`src/rtl/sa_wresp_channel_pkg.sv`:
```
// Shared interconnect definitions for the slave-side write-response router:
// BRESP codes and the master-index width helper.
package sa_wresp_channel_pkg;

  localparam logic [1:0] BRESP_OKAY   = 2'b00;
  localparam logic [1:0] BRESP_EXOKAY = 2'b01;
  localparam logic [1:0] BRESP_SLVERR = 2'b10;
  localparam logic [1:0] BRESP_DECERR = 2'b11;

  // A single master still needs a one-bit index so ports never collapse to zero width.
  function automatic int unsigned mst_idx_w(input int unsigned n);
    return (n > 1) ? $clog2(n) : 1;
  endfunction

endpackage

```
`src/rtl/sa_wresp_channel_fifo.sv`:
```
// Synchronous FIFO with registered head; a push while full is dropped.
// Data is visible on rd_data_o the cycle after it is written.
module sa_wresp_channel_fifo #(
  parameter int unsigned DATA_WIDTH = 1,
  parameter int unsigned FIFO_DEPTH = 8
) (
  input  logic                  clk_i,
  input  logic                  rst_ni,
  input  logic                  wr_en_i,
  input  logic [DATA_WIDTH-1:0] wr_data_i,
  input  logic                  rd_en_i,
  output logic [DATA_WIDTH-1:0] rd_data_o,
  output logic                  full_o,
  output logic                  empty_o
);

  localparam int unsigned PtrW = (FIFO_DEPTH > 1) ? $clog2(FIFO_DEPTH) : 1;
  localparam int unsigned CntW = $clog2(FIFO_DEPTH + 1);

  logic [DATA_WIDTH-1:0] mem_q [FIFO_DEPTH];
  logic [PtrW-1:0]       wr_ptr_q, wr_ptr_d;
  logic [PtrW-1:0]       rd_ptr_q, rd_ptr_d;
  logic [CntW-1:0]       cnt_q, cnt_d;
  logic                  push, pop;

  assign full_o    = (cnt_q == CntW'(FIFO_DEPTH));
  assign empty_o   = (cnt_q == '0);
  assign push      = wr_en_i & ~full_o;
  assign pop       = rd_en_i & ~empty_o;
  assign rd_data_o = mem_q[rd_ptr_q];

  always_comb begin
    wr_ptr_d = wr_ptr_q;
    rd_ptr_d = rd_ptr_q;
    cnt_d    = cnt_q;
    if (push) begin
      wr_ptr_d = (wr_ptr_q == PtrW'(FIFO_DEPTH - 1)) ? '0 : wr_ptr_q + 1'b1;
    end
    if (pop) begin
      rd_ptr_d = (rd_ptr_q == PtrW'(FIFO_DEPTH - 1)) ? '0 : rd_ptr_q + 1'b1;
    end
    unique case ({push, pop})
      2'b10:   cnt_d = cnt_q + 1'b1;
      2'b01:   cnt_d = cnt_q - 1'b1;
      default: cnt_d = cnt_q;
    endcase
  end

  always_ff @(posedge clk_i or negedge rst_ni) begin
    if (!rst_ni) begin
      wr_ptr_q <= '0;
      rd_ptr_q <= '0;
      cnt_q    <= '0;
    end else begin
      wr_ptr_q <= wr_ptr_d;
      rd_ptr_q <= rd_ptr_d;
      cnt_q    <= cnt_d;
    end
  end

  // Storage needs no reset: an entry is only read after it has been written.
  always_ff @(posedge clk_i) begin
    if (push) begin
      mem_q[wr_ptr_q] <= wr_data_i;
    end
  end

endmodule

```
`src/rtl/sa_wresp_channel.sv`:
```
// Slave-side B router: records AW grant owners in order and steers each slave
// B beat to the owning master's dispatcher through a one-entry output register.
module sa_wresp_channel
  import sa_wresp_channel_pkg::*;
#(
  parameter int unsigned MST_AMT         = 2,
  parameter int unsigned OUTSTANDING_AMT = 8,
  parameter int unsigned TRANS_MST_ID_W  = 5,
  parameter int unsigned TRANS_WR_RESP_W = 2,
  parameter int unsigned MST_ID_W        = mst_idx_w(MST_AMT)
) (
  input  logic                                 ACLK_i,
  input  logic                                 ARESET_i,
  input  logic [TRANS_MST_ID_W-1:0]            s_BID_i,
  input  logic [TRANS_WR_RESP_W-1:0]           s_BRESP_i,
  input  logic                                 s_BVALID_i,
  output logic                                 s_BREADY_o,
  input  logic [MST_ID_W-1:0]                  sa_AW_mst_id_i,
  input  logic                                 sa_AW_shift_en_i,
  output logic                                 sa_AW_stall_o,
  output logic [TRANS_MST_ID_W*MST_AMT-1:0]    dsp_BID_o,
  output logic [TRANS_WR_RESP_W*MST_AMT-1:0]   dsp_BRESP_o,
  output logic [MST_AMT-1:0]                   dsp_BVALID_o,
  input  logic [MST_AMT-1:0]                   dsp_BREADY_i
);

  logic                       ord_full, ord_empty;
  logic [MST_ID_W-1:0]        ord_head;
  logic                       slv_hs, out_hs;

  logic                       out_vld_q, out_vld_d;
  logic [MST_ID_W-1:0]        out_mst_q, out_mst_d;
  logic [TRANS_MST_ID_W-1:0]  out_id_q, out_id_d;
  logic [TRANS_WR_RESP_W-1:0] out_resp_q, out_resp_d;

  sa_wresp_channel_fifo #(
    .DATA_WIDTH (MST_ID_W),
    .FIFO_DEPTH (OUTSTANDING_AMT)
  ) u_order_fifo (
    .clk_i     (ACLK_i),
    .rst_ni    (~ARESET_i),
    .wr_en_i   (sa_AW_shift_en_i),
    .wr_data_i (sa_AW_mst_id_i),
    .rd_en_i   (slv_hs),
    .rd_data_o (ord_head),
    .full_o    (ord_full),
    .empty_o   (ord_empty)
  );

  assign sa_AW_stall_o = ord_full;

  // Ready is combinational from the owning dispatcher so the register can
  // drain and reload in the same cycle.
  assign out_hs     = out_vld_q & dsp_BREADY_i[out_mst_q];
  assign s_BREADY_o = ~ord_empty & (~out_vld_q | out_hs);
  assign slv_hs     = s_BVALID_i & s_BREADY_o;

  always_comb begin
    out_vld_d  = out_vld_q;
    out_mst_d  = out_mst_q;
    out_id_d   = out_id_q;
    out_resp_d = out_resp_q;
    if (slv_hs) begin
      out_vld_d  = 1'b1;
      out_mst_d  = ord_head;
      out_id_d   = s_BID_i;
      out_resp_d = s_BRESP_i;
    end else if (out_hs) begin
      out_vld_d = 1'b0;
    end
  end

  always_ff @(posedge ACLK_i or posedge ARESET_i) begin
    if (ARESET_i) begin
      out_vld_q  <= 1'b0;
      out_mst_q  <= '0;
      out_id_q   <= '0;
      out_resp_q <= BRESP_OKAY;
    end else begin
      out_vld_q  <= out_vld_d;
      out_mst_q  <= out_mst_d;
      out_id_q   <= out_id_d;
      out_resp_q <= out_resp_d;
    end
  end

  for (genvar m = 0; m < MST_AMT; m++) begin : g_lane
    assign dsp_BVALID_o[m] = out_vld_q & (out_mst_q == MST_ID_W'(m));
  end

  assign dsp_BID_o   = {MST_AMT{out_id_q}};
  assign dsp_BRESP_o = {MST_AMT{out_resp_q}};

endmodule

```
`config.mk`:
```
export PLATFORM = sky130hd
export DESIGN_NAME = sa_wresp_channel
export DESIGN_NICKNAME = d
export VERILOG_FILES = /design/src/rtl/sa_wresp_channel_pkg.sv /design/src/rtl/sa_wresp_channel_fifo.sv /design/src/rtl/sa_wresp_channel.sv
export SDC_FILE = /design/constraint.sdc
export NUM_CORES = 1
export LEC_CHECK = 0
export CAP_MARGIN = 20
export CORE_MARGIN = 2
export CORE_UTILIZATION = 60
export CTS_CLUSTER_SIZE = 8
export DETAILED_ROUTE_END_ITERATION = 10
export DONT_BUFFER_PORTS = 1
export PLACE_DENSITY = 0.88
export SLEW_MARGIN = 20
export SYNTH_ARGS = -nofsm -noshare
export SYNTH_HDL_FRONTEND = slang
export SYNTH_SLANG_ARGS = --single-unit
```
`constraint.sdc`:
```
create_clock -name ACLK_i -period 3.3 [get_ports ACLK_i]
set_clock_uncertainty 0.05 [all_clocks]
set_input_delay 0.66 -clock ACLK_i [delete_from_list [all_inputs] [get_ports ACLK_i]]
set_output_delay 0.66 -clock ACLK_i [all_outputs]
set_load 0.02 [all_outputs]
```
---- Word level (Yosys, flattened, before mapping) ----
Memories as Yosys holds them, arrays and structs flattened. A register that Yosys moved wholly into a read port is not among the register bits.
Cells that the tools add are included.
word-level totals
  register bits after elaboration ......... 18
  bits in writable memories ............... 8
  word-level logic and storage cells ...... 41
  memories ................................ 1
operators by class
  add/sub/neg operators ................... 4
  order comparisons ....................... 1
  equality and inequality tests ........... 5
  mux-type cells .......................... 9
  bitwise logic cells ..................... 12
  reductions and logical operators ........ 3
memories
  memory              depth  width  read ports  clocked after Yosys merged registers in  write ports  RTL line                     text
  u_order_fifo.mem_q  8      1      1           1                                        1            sa_wresp_channel_fifo.sv:20  logic [DATA_WIDTH-1:0] mem_q [FIFO_DEPTH];
operators by type and width
  cell                   number
  $pmux W4 S2            1
  $and A1 B1 Y1          7
  $add A3 B1 Y3 const B  2
  $eq A3 B3 Y1 const B   2
  $mux W1                6
  $mux W3                2
  $add A4 B1 Y4 const B  1
  $eq A4 B4 Y1 const B   1
  $logic_not A4 Y1       1
  $not A1 Y1             4
  $reduce_bool A2 Y1     2
  $sub A4 B1 Y4 const B  1
  $eq A2 B1 Y1 const B   1
  $eq A2 B2 Y1 const B   1
  $lt A1 B2 Y1 const B   1
  $or A1 B1 Y1           1

---- Logic depth before layout (Yosys ltp) ----
Gate-level depths: netlist (run 1).
  depth after elaboration ................. 9
  depth in mapped cells ................... 12

---- Modules after synthesis ----
From an unflattened synthesis (run 1), not the netlist that was laid out.
unflattened totals
  cells, all modules ...................... 117
  area total of the unflattened synthesis .. 1490.2 µm²
by module, submodules not included
  module                 times used  cells each  area each (µm²)
  sa_wresp_channel_fifo  1           80          1034.7
  sa_wresp_channel       1           37          455.4

---- Least setup slack after synthesis (run 1) ----
OpenSTA, ideal clock, no wires.
  kind .................................... input-to-reg
  start ................................... input dsp_BREADY_i[1]
  end ..................................... register u_order_fifo.cnt_q[2]
  arrival time ............................ 2.322 ns
  required time ........................... 3.123 ns
  path slack .............................. 0.801 ns
  cell stages on the path ................. 11
  path buffers ............................ 1
  path through ............................ mux2i_1 -> a211o_4 -> buf_6 -> inv_1 -> ha_1 -> xor2_1 -> ha_1 -> a21oi_1 -> xor2_1 -> nor2_1 -> xor2_1
between the ends
  word-level cells in the longest chain between the ends .. 9
  elaborated cells between the ends (all ways) .. 11
RTL lines
  element                                                   RTL line                     text
  from (decl)                                               sa_wresp_channel.sv:24       input logic [MST_AMT-1:0] dsp_BREADY_i
  $mux W1 (implied by the code) (*) (2 in a row)            sa_wresp_channel.sv:54       assign out_hs = out_vld_q & dsp_BREADY_i[out_mst_q];
  $and A1 B1 Y1 (*)                                         sa_wresp_channel.sv:54
  $or A1 B1 Y1 (*)                                          sa_wresp_channel.sv:55       assign s_BREADY_o = ~ord_empty & (~out_vld_q | out_hs);
  $and A1 B1 Y1 (*)                                         sa_wresp_channel.sv:55
  $and A1 B1 Y1 (*)                                         sa_wresp_channel.sv:56       assign slv_hs = s_BVALID_i & s_BREADY_o;
  $and A1 B1 Y1 (*)                                         sa_wresp_channel_fifo.sv:29  assign pop = rd_en_i & ~empty_o;
  via u_order_fifo.pop                                      sa_wresp_channel_fifo.sv:24  logic push, pop;
  $eq A2 B1 Y1 / $eq A2 B2 Y1 (equally long branches)       sa_wresp_channel_fifo.sv:42  unique case ({push, pop})
  $pmux W4 S2 / $reduce_bool A2 Y1 (equally long branches)  --
  to (signal assigned)                                      sa_wresp_channel_fifo.sv:57  cnt_q <= cnt_d;
  to (decl)                                                 sa_wresp_channel_fifo.sv:23  logic [CntW-1:0] cnt_q, cnt_d;
Mark *: on every way through the listed nets, which the timed path passes. The rest lies on a longest branch. The select of a mux whose other input is x is not followed.
A chain may end at the register's enable or synchronous reset.

---- Worst setup path after layout (run 1) ----
  start ................................... register u_order_fifo.cnt_q[0]
  end ..................................... register u_order_fifo.cnt_q[2]
between the ends
  word-level cells in the longest chain between the ends .. 7
  elaborated cells between the ends (all ways) .. 14
RTL lines
  element                                                   RTL line                                             text
  $logic_not A4 Y1 (*)                                      sa_wresp_channel_fifo.sv:27                          assign empty_o = (cnt_q == '0);
  $not A1 Y1 (*)                                            sa_wresp_channel_fifo.sv:29, sa_wresp_channel.sv:55
  $and A1 B1 Y1                                             sa_wresp_channel.sv:55
  $and A1 B1 Y1                                             sa_wresp_channel.sv:56
  $and A1 B1 Y1 (*)                                         sa_wresp_channel_fifo.sv:29
  via u_order_fifo.pop                                      sa_wresp_channel_fifo.sv:24
  $eq A2 B1 Y1 / $eq A2 B2 Y1 (equally long branches)       sa_wresp_channel_fifo.sv:42
  $pmux W4 S2 / $reduce_bool A2 Y1 (equally long branches)  --
Mark *: on every way through the listed nets, which the timed path passes. The rest lies on a longest branch.

==> metrics.yaml, run 1 <==
layout-drive-gt1-share: 0.2136
postRouteAntennaNets: 0
hp-class: "in2async"
drc: 0
yosys_register_bits: 27
ff2ff_setup_slack_ns: 0.68
vias: 745
io_pins: 32
synth_area_leaders: "dfrtp_1 35%, edfxtp_1 18%, ha_1 6.4%, mux2_2 5.7%, mux2_4 4.4%"
placed_cell_area_um2: 1338
die_x_um: 51.81
ir_drop_mv: 0.6477
grt_usage: 0.1610
synth_cells: 108
nNetsFinal: 125
met3_usage: 0.03736
p_total_mw: 1.368
start_util: 0.6259
grt.met1_usage: 0.1841
area_growth_syn_to_layout_pct: -0.5473
synth-edff-count: 8
yosysWarnings: 0
cts_root_buffer: "clkbuf_4"
finalHoldViolCount: 0
power.density_nw_per_um2: 1003
synthArstFlopShare: 0.7037
hold_buffers: 0
placeableCoreArea_um2: 2191
ff2ff_path_depth: 10
crit_path_end: "u_order_fifo.cnt_q[2]"
detail_route.wirelength_um: 1869
hold_ws_ns: 0.2605
grt_pass1_vias: 734
drv_cap: 0
reg2reg_to: "u_order_fifo.cnt_q[2]"
htree_levels: 1
fin_crit_ns: 2.616
hpwlAfterDp_um: 1399
yosysMostFrequentCell: "dfrtp_1"
yosys.area.top_type_share: 0.3467
cp.arrival_ns: 2.78
die-area_um2: 2684
setup_violations: 0
avgSynthCellArea_um2: 12.70
antenna_found_initial: 0
finalMaxSlewViolations: 0
finalSetupTns_ns: 0
postLayoutCellArea_um2: 1364
rows: 17
clock.fmax_mhz: 382.3
p_leak_nw: 0.5858
critPathRequiredTime_ns: 3.47
overflow: 0
synthTopCellsByCount: "19 x dfrtp_1, 8 x edfxtp_1, 8 x nor2_1"
status: "finished clean"
worst_setup_path_start_kind: "flip-flop"
post_cts_buffers: 0
num_antenna_cells: 0
path_class: "reg2reg"
fin_util: 0.6225
viasPerCell: 5.687
worstMarginPinSlew_ns: 0.6890
insertion_delay_ns: 0.32
seq_area_frac_synth: 0.5219
clockBufferDepth: 2
startpoint: "u_order_fifo.cnt_q[0]"
grt_pass1_wl_um: 3029
crit_fanout: 15
drtIter0Drc: 6
grt_use_met2: 0.2650
grt_max_degree: 20
reg2reg_from: "u_order_fifo.cnt_q[0]"
ys.flop_type: "dfrtp_1"
timing.final.crit_share: 0.7926
cts_tree: "built"
n_fill_cell: 167
drt-wirelength-per-cell_um: 14.27
worst_setup_path_end_kind: "flip-flop"
yosysUniqueCellTypes: 30
cts_resized: 0
clock_sinks: 27
drtPass1Iterations: 2
die_h_um: 51.81
rsz0062_at_grt: "false"
numCtsBuffers: 3
synth_nets: 129
slew-limit-headroom: 0.5402
syn_area_um2: 1371
path_clk_slew_ns: 0.13
globalplace.congestion: 0.7820
port_buffers: 0
yosysTopAreaCell: "dfrtp_1"
grt-busiest-layer: "met2"
[metal layers]
metal,vias to the layer above,wire length [um]
li1,359,-
met1,359,846
met2,22,885
met3,5,89
met4,0,46
met5,-,0
[registers in the layout, indices dropped and copies added, names as in the netlist]
name                   count
out_resp_q                 2
u_order_fifo.mem_q         8
u_order_fifo.cnt_q         4
u_order_fifo.wr_ptr_q      3
out_vld_q                  1
out_mst_q                  1
out_id_q                   5
u_order_fifo.rd_ptr_q      3
[report_power, final]
part / internal [mW] / total (mW) / switching (mW)
Combinational: 0.264 / 0.484 / 0.220
Clock: 0.0474 / 0.138 / 0.0907
Sequential: 0.479 / 0.746 / 0.267
[metrics by stage]
| stage | std cells | worst slack [ns] |
|---|---|---|
| after floorplan | 108 | 0.8012 |
| after global placement | 127 | 0.7814 |
| after detailed placement | 127 | 0.6554 |
| after global routing | 131 | 0.4932 |
| after CTS | 131 | 0.6943 |
| final | 131 | 0.6843 |
[final cells by class]
cell class / count / area, um2 / share of cell area
clock buffer: 4 / 26.28 / 0.01927
inverter: 4 / 15.01 / 0.01101
multi-input combinational: 68 / 571.8 / 0.4193
sequential: 27 / 715.7 / 0.5248
tap: 28 / 35.03 / 0.02569
[cells by family (layout without fill, tap and decap cells)]
logic type / after synthesis / in the layout / synth area share
multiplexers: 15 / 15 / 0.1487
XOR/XNOR: 5 / 5 / 0.03194
buffers and inverters: 13 / 8 / 0.06112
flip-flops: 27 / 27 / 0.5219
AO/OA/AOI/OAI: 11 / 11 / 0.05474
adder cells (fa/ha/maj): 7 / 7 / 0.06387
AND/OR/NAND/NOR: 30 / 30 / 0.1177
[cell usage in the layout, fill, tap and decap left out, drive strengths merged, types with 3 or more instances in the layout]
cell type	instances
nand2b	3
nor3	4
inv	4
ha	7
edfxtp	8
a21oi	3
mux2	11
nand2	7
dfrtp	19
clkbuf	4
xor2	3
o21ai	5
nor2	8
[worst max-delay path: stages (launching register included)]
cell     delay [ns]
dfrtp_1        0.48
nor4_2         0.44
a211o_4        0.28
inv_1          0.09
ha_1           0.27
xor2_1         0.17
ha_1           0.19
a21oi_1        0.17
xor2_1         0.17
nor2_1         0.06
xor2_1         0.14
[worst min-delay path by stage]
stage | end | slack, ns | cells after the start
global placement | u_order_fifo.wr_ptr_q[0] | 0.47 | 2
CTS | u_order_fifo.cnt_q[0] | 0.28 | 1
floorplan | u_order_fifo.wr_ptr_q[0] | 0.44 | 2
finish | u_order_fifo.cnt_q[0] | 0.26 | 1
global route | u_order_fifo.cnt_q[0] | 0.32 | 1
detailed placement | u_order_fifo.cnt_q[3] | 0.47 | 1
(Power assumes the default switching activity.)
==> run 2: changes to the inputs <==
--- a/config.mk
+++ b/config.mk
@@ -7,11 +7,11 @@
 export LEC_CHECK = 0
 export CAP_MARGIN = 20
 export CORE_MARGIN = 2
-export CORE_UTILIZATION = 60
+export CORE_UTILIZATION = 55
 export CTS_CLUSTER_SIZE = 8
 export DETAILED_ROUTE_END_ITERATION = 10
 export DONT_BUFFER_PORTS = 1
-export PLACE_DENSITY = 0.88
+export PLACE_DENSITY = 0.85
 export SLEW_MARGIN = 20
 export SYNTH_ARGS = -nofsm -noshare
 export SYNTH_HDL_FRONTEND = slang
==> constraint.sdc (replaced) <==
create_clock -name ACLK_i -period 2.3 [get_ports ACLK_i]
set_clock_uncertainty 0.05 [all_clocks]
set_input_delay 0.46 -clock ACLK_i [delete_from_list [all_inputs] [get_ports ACLK_i]]
set_output_delay 0.46 -clock ACLK_i [all_outputs]
set_load 0.02 [all_outputs]
==> run 2 against run 1 <==
Register-to-register slack worse by 0.59 ns. Cell area is 4.8% higher. Sequential power is 45% higher. Maximum frequency is 18% higher. Setup slack worse by 0.59 ns. Largest cell class unchanged.
==> metrics.yaml, run 2 (same netlist as run 1, synthesis figures left out) <==
setup_violations: 0
placeableCoreArea_um2: 2410
worst_setup_path_end_kind: "flip-flop"
reg.largest.list: "u_order_fifo.mem_q (8), out_id_q (5), u_order_fifo.cnt_q (4)"
drt-wirelength-per-cell_um: 15.54
overflow: 0
nNetsFinal: 129
drtPass1Iterations: 4
path_clk_slew_ns: 0.14
drtIter0Drc: 17
worstMarginPinSlew_ns: 0.7198
start_util: 0.5691
n_fill_cell: 177
io_pins: 32
grt-busiest-layer: "met2"
layout-drive-gt1-share: 0.3084
ir_drop_mv: 0.8356
critPathRequiredTime_ns: 2.47
timing.final.crit_share: 0.9608
crit_fanout: 6
rows: 18
startpoint: "u_order_fifo.cnt_q[2]"
postRouteAntennaNets: 0
cts_tree: "built"
fin_crit_ns: 2.210
die_x_um: 53.93
area_growth_syn_to_layout_pct: 4.197
grt_usage: 0.1781
grt.met1_usage: 0.2176
insertion_delay_ns: 0.32
die-area_um2: 2908
htree_levels: 1
slew-limit-headroom: 0.5196
cts_root_buffer: "clkbuf_4"
finalMaxSlewViolations: 0
hp-class: "in2async"
globalplace.congestion: 0.7480
power.density_nw_per_um2: 1448
final_cells: 137
place_inst: 132
die_h_um: 53.93
regMostFlops: "u_order_fifo.mem_q"
antenna_found_initial: 0
crit_chain: "buf_4, nor3_1, a21bo_2, buf_4, ha_1, nor4bb_1, a21oi_1, xnor2_1"
path_class: "reg2reg"
crit_top_cell: "buf_4"
layout_commonest_cell: "dfrtp_1"
largest_reg_flops: 8
p_leak_nw: 0.6014
finalHoldViolCount: 0
grt_pass1_vias: 820
final_cell_mix: "16 x dfrtp_1, 8 x nor2_1, 8 x edfxtp_1"
cp.arrival_ns: 2.38
viasPerCell: 5.774
num_antenna_cells: 0
vias: 791
reg2reg_from: "u_order_fifo.cnt_q[2]"
worst_setup_path_start_kind: "flip-flop"
met3_usage: 0.04722
finalSetupTns_ns: 0
clock_sinks: 27
clockBufferDepth: 2
rsz0062_at_grt: "false"
grt_use_met2: 0.2866
max_stage_delay_ns: 0.45
hpwlAfterDp_um: 1561
drc: 0
crit_slowest_cell: "dfrtp_2"
grt_pass1_wl_um: 3629
numCtsBuffers: 3
drv_cap: 0
port_buffers: 0
clock.fmax_mhz: 452.5
status: "finished clean"
detail_route.wirelength_um: 2129
grt_max_degree: 20
==> run 2: area by class of cell <==
class                   count  area, um2  share of cell area
repair buffers              4      30.03             0.02102
flip-flops and latches     27      719.4              0.5035
inverters                   4      15.01             0.01051
multi-input cells          68      600.6              0.4203
clock buffers               4      26.28             0.01839
well taps                  30      37.54             0.02627
==> run 2: repair_timing <==
| action | 4_1_cts | 5_1_grt |
|---|---|---|
| buffers inserted | 1 | 0 |
| resized for setup | 1 | 5 |
| setup endpoints to repair | 1 | 2 |
| hold buffers | 0 | 0 |
==> run 2: critical path, delay by kind of cell (launching register included) <==
family / cells / cell delay (ns)
flip-flops: 1 / 0.45
buffers and inverters: 2 / 0.30
AND/OR/NAND/NOR: 2 / 0.57
adder cells (fa/ha/maj): 1 / 0.29
XOR/XNOR: 1 / 0.14
AO/OA/AOI/OAI: 2 / 0.31
==> run 2: stage by stage <==
step	setup slack (ns)	total power, mW	util	instance area, um2	hold WS (ns)
2_1_floorplan	0.0007538	1.772	-	1383	0.3610
3_3_place_gp	0.1278	1.786	0.5701	1374	0.4454
3_5_place_dp	0.002861	1.848	0.5701	1374	0.4583
4_1_cts	0.006571	2.064	0.5857	1411	0.09768
5_1_grt	0.002923	2.238	0.5929	1429	0.1116
6_report	0.09016	2.070	0.5929	1429	0.07391
==> run 2: path summary, 6_finish.rpt <==
kind	end	slack [ns]	depth (start not counted)
setup / recovery	u_order_fifo.cnt_q[3]	0.09	8
hold / removal	u_order_fifo.cnt_q[1]	0.07	1
hold reg to reg	u_order_fifo.cnt_q[3]	0.50	1
max in group asynchronous	u_order_fifo.cnt_q[2]	1.63	1
min in group ACLK_i	u_order_fifo.mem_q[4]	0.18	0
setup reg to reg	u_order_fifo.cnt_q[3]	0.09	8
==> run 2: metal layers <==
metal	part of all wire	up-vias
met2	0.49	26
met5	0	-
met1	0.44	392
met3	0.056	4
li1	-	369
met4	0.020	0
==> run 2: power by group <==
part | leakage (nW) | internal [mW] | total (mW) | switching (mW)
Combinational | 0.292 | 0.426 | 0.787 | 0.361
Clock | 0.0150 | 0.0679 | 0.201 | 0.133
Sequential | 0.294 | 0.693 | 1.08 | 0.389
Total | 0.601 | 1.19 | 2.07 | 0.882
==> run 3: changes to the inputs <==
--- a/config.mk
+++ b/config.mk
@@ -6,12 +6,13 @@
 export NUM_CORES = 1
 export LEC_CHECK = 0
 export CAP_MARGIN = 20
-export CORE_MARGIN = 2
-export CORE_UTILIZATION = 55
+export CORE_ASPECT_RATIO = 0.5
+export CORE_UTILIZATION = 45
 export CTS_CLUSTER_SIZE = 8
 export DETAILED_ROUTE_END_ITERATION = 10
 export DONT_BUFFER_PORTS = 1
-export PLACE_DENSITY = 0.85
+export MAX_ROUTING_LAYER = met4
+export PLACE_DENSITY = 0.74
 export SLEW_MARGIN = 20
 export SYNTH_ARGS = -nofsm -noshare
 export SYNTH_HDL_FRONTEND = slang
==> run 3 against run 2 <==
Non-clock buffer count is 1 higher. Sequential power about the same. Combinational power fell by 2%. Hold slack improved by 0.064 ns. Utilization shrank 5.9 points. Critical endpoint is now u_order_fifo.cnt_q[2]. Cell count grew 5.8%. Sequential cell count stayed put. Critical path type unchanged. Setup slack gained 0.10 ns.
==> metrics.yaml, run 3 (same netlist as run 1, synthesis figures left out) <==
status: "finished clean"
port_buffers: 0
insertion_delay_ns: 0.27
numCtsBuffers: 3
setup_violations: 0
io_pins: 32
dr_wl_met2_um: 959
reg2reg_from: "out_mst_q"
layout_commonest_cell: "dfrtp_1"
top_layer_used: "met4"
area_growth_syn_to_layout_pct: 6.387
antenna_found_initial: 0
drc: 0
placeableCoreArea_um2: 2733
clock_sinks: 27
path_class: "reg2reg"
worstMarginPinSlew_ns: 0.7254
ff2ff_path_depth: 10
overflow: 0
pwr-share-clk: 0.125
finalHoldViolCount: 0
worst_setup_path_start_kind: "flip-flop"
viasPerCell: 5.414
ir_drop_mv: 0.6235
cp.arrival_ns: 2.25
p_comb_frac: 0.364
wl_met3_um: 174
postLayoutCellArea_um2: 1459
die-area_um2: 3286
power.density_nw_per_um2: 1459
die_h_um: 41.04
hp-class: "in2async"
slew-limit-headroom: 0.5159
start_util: 0.5018
critPathRequiredTime_ns: 2.44
p_leak_nw: 0.6145
timing.final.crit_share: 0.9172
grt_pass1_wl_um: 3270
cts_tree: "built"
p_switching_mw: 0.8836
reg.largest.list: "u_order_fifo.mem_q (8), out_id_q (5), u_order_fifo.cnt_q (4)"
crit_fanout: 5
drtPass1Iterations: 4
finalSetupTns_ns: 0
cts_root_buffer: "clkbuf_8"
rows: 13
nNetsFinal: 130
final_cell_mix: "17 x dfrtp_1, 8 x nor2_1, 8 x edfxtp_1"
die_x_um: 80.07
reg2reg_to: "u_order_fifo.cnt_q[2]"
postRouteAntennaNets: 0
rsz0062_at_grt: "false"
wl_met1_um: 975
clock.fmax_mhz: 474.0
detail_route.wirelength_um: 2142
drv_cap: 0
grt_usage: 0.1499
path_clk_slew_ns: 0.09
num_antenna_cells: 0
worst_setup_path_end_kind: "flip-flop"
placed_cell_area_um2: 1390
ff2ff_setup_slack_ns: 0.19
fin_crit_ns: 2.110
seq_power_share: 0.510
vias: 785
drt-wirelength-per-cell_um: 14.77
largest_reg_flops: 8
drtIter0Drc: 40
globalplace.congestion: 0.7597
regMostFlops: "u_order_fifo.mem_q"
internal-power_mw: 1.245
htree_levels: 1
grt_max_degree: 20
finalMaxSlewViolations: 0
clockBufferDepth: 2
grt_pass1_vias: 714
layout-drive-gt1-share: 0.2963
p_sw_frac: 0.4151
hpwlAfterDp_um: 1510
## run 3: changes by cell type in the layout (fill, tap and decap cells not counted)
cell	delta
mux2i_2	-1
dfrtp_2	-1
clkbuf_8	+3
mux2i_1	+1
dfrtp_1	+1
buf_4	+1
clkbuf_4	-3
## run 3: final cells by class
type                       instances  area, um2
fill                             218       1274
tap                               37      46.29
inverter                           4      15.01
sequential                        27      718.2
multi-input combinational         68      596.8
timing repair buffer               5      37.54
clock buffer                       4      45.04
## run 3: how the worst max path moves through the flow
stage	startpoint	end	depth (start not counted)
after floorplan	u_order_fifo.cnt_q[2]	u_order_fifo.cnt_q[2]	11
after global placement	u_order_fifo.cnt_q[2]	u_order_fifo.cnt_q[2]	10
after detailed placement	u_order_fifo.cnt_q[2]	u_order_fifo.cnt_q[2]	10
after CTS	u_order_fifo.cnt_q[2]	u_order_fifo.cnt_q[2]	10
after global routing	u_order_fifo.cnt_q[0]	u_order_fifo.cnt_q[2]	10
final	out_mst_q	u_order_fifo.cnt_q[2]	10
## run 3: power groups by stage
stage | clock (mW) | combinational, mW | sequential [mW]
global placement | 0 | 0.716 | 1.09
detailed placement | 0 | 0.745 | 1.10
floorplan | 0 | 0.822 | 0.950
global route | 0.288 | 0.868 | 1.12
finish | 0.267 | 0.775 | 1.09
CTS | 0.274 | 0.747 | 1.09
## run 3: what timing repair did
| item | 4_1_cts | 5_1_grt |
|---|---|---|
| buffers inserted | 0 | 1 |
| setup endpoints to repair | 0 | 2 |
| gates resized for setup | 0 | 4 |
| hold endpoints to repair | 0 | 0 |
| hold buffers | 0 | 0 |
## run 3: routing by layer
metal,track usage,up-vias
met5,-,-
met1,0.1598,382
met3,0.06889,4
met4,0.08482,0
met2,0.2436,29
li1,-,370
## run 3: worst max-delay path, cell delays in order, from the launching register on
cell     delay (ns)
dfrtp_1        0.42
mux2i_1        0.16
a211o_4        0.35
inv_2          0.08
ha_4           0.16
xor2_1         0.15
ha_1           0.17
a21oi_2        0.04
xor2_1         0.15
nor2_1         0.13
xor2_1         0.16
## run 3: stage by stage
stage                       util  hold slack (ns)  worst slack [ns]  power (mW)  std cells
after global placement    0.5087           0.4556           0.09854       1.807        140
after detailed placement  0.5087           0.4675           0.07824       1.841        140
after CTS                 0.5252           0.1658           0.05810       2.108        144
after global routing      0.5339           0.1898          0.004859       2.280        145
after floorplan                -           0.3610         0.0007538       1.772        108
final                     0.5339           0.1383            0.1904       2.129        145
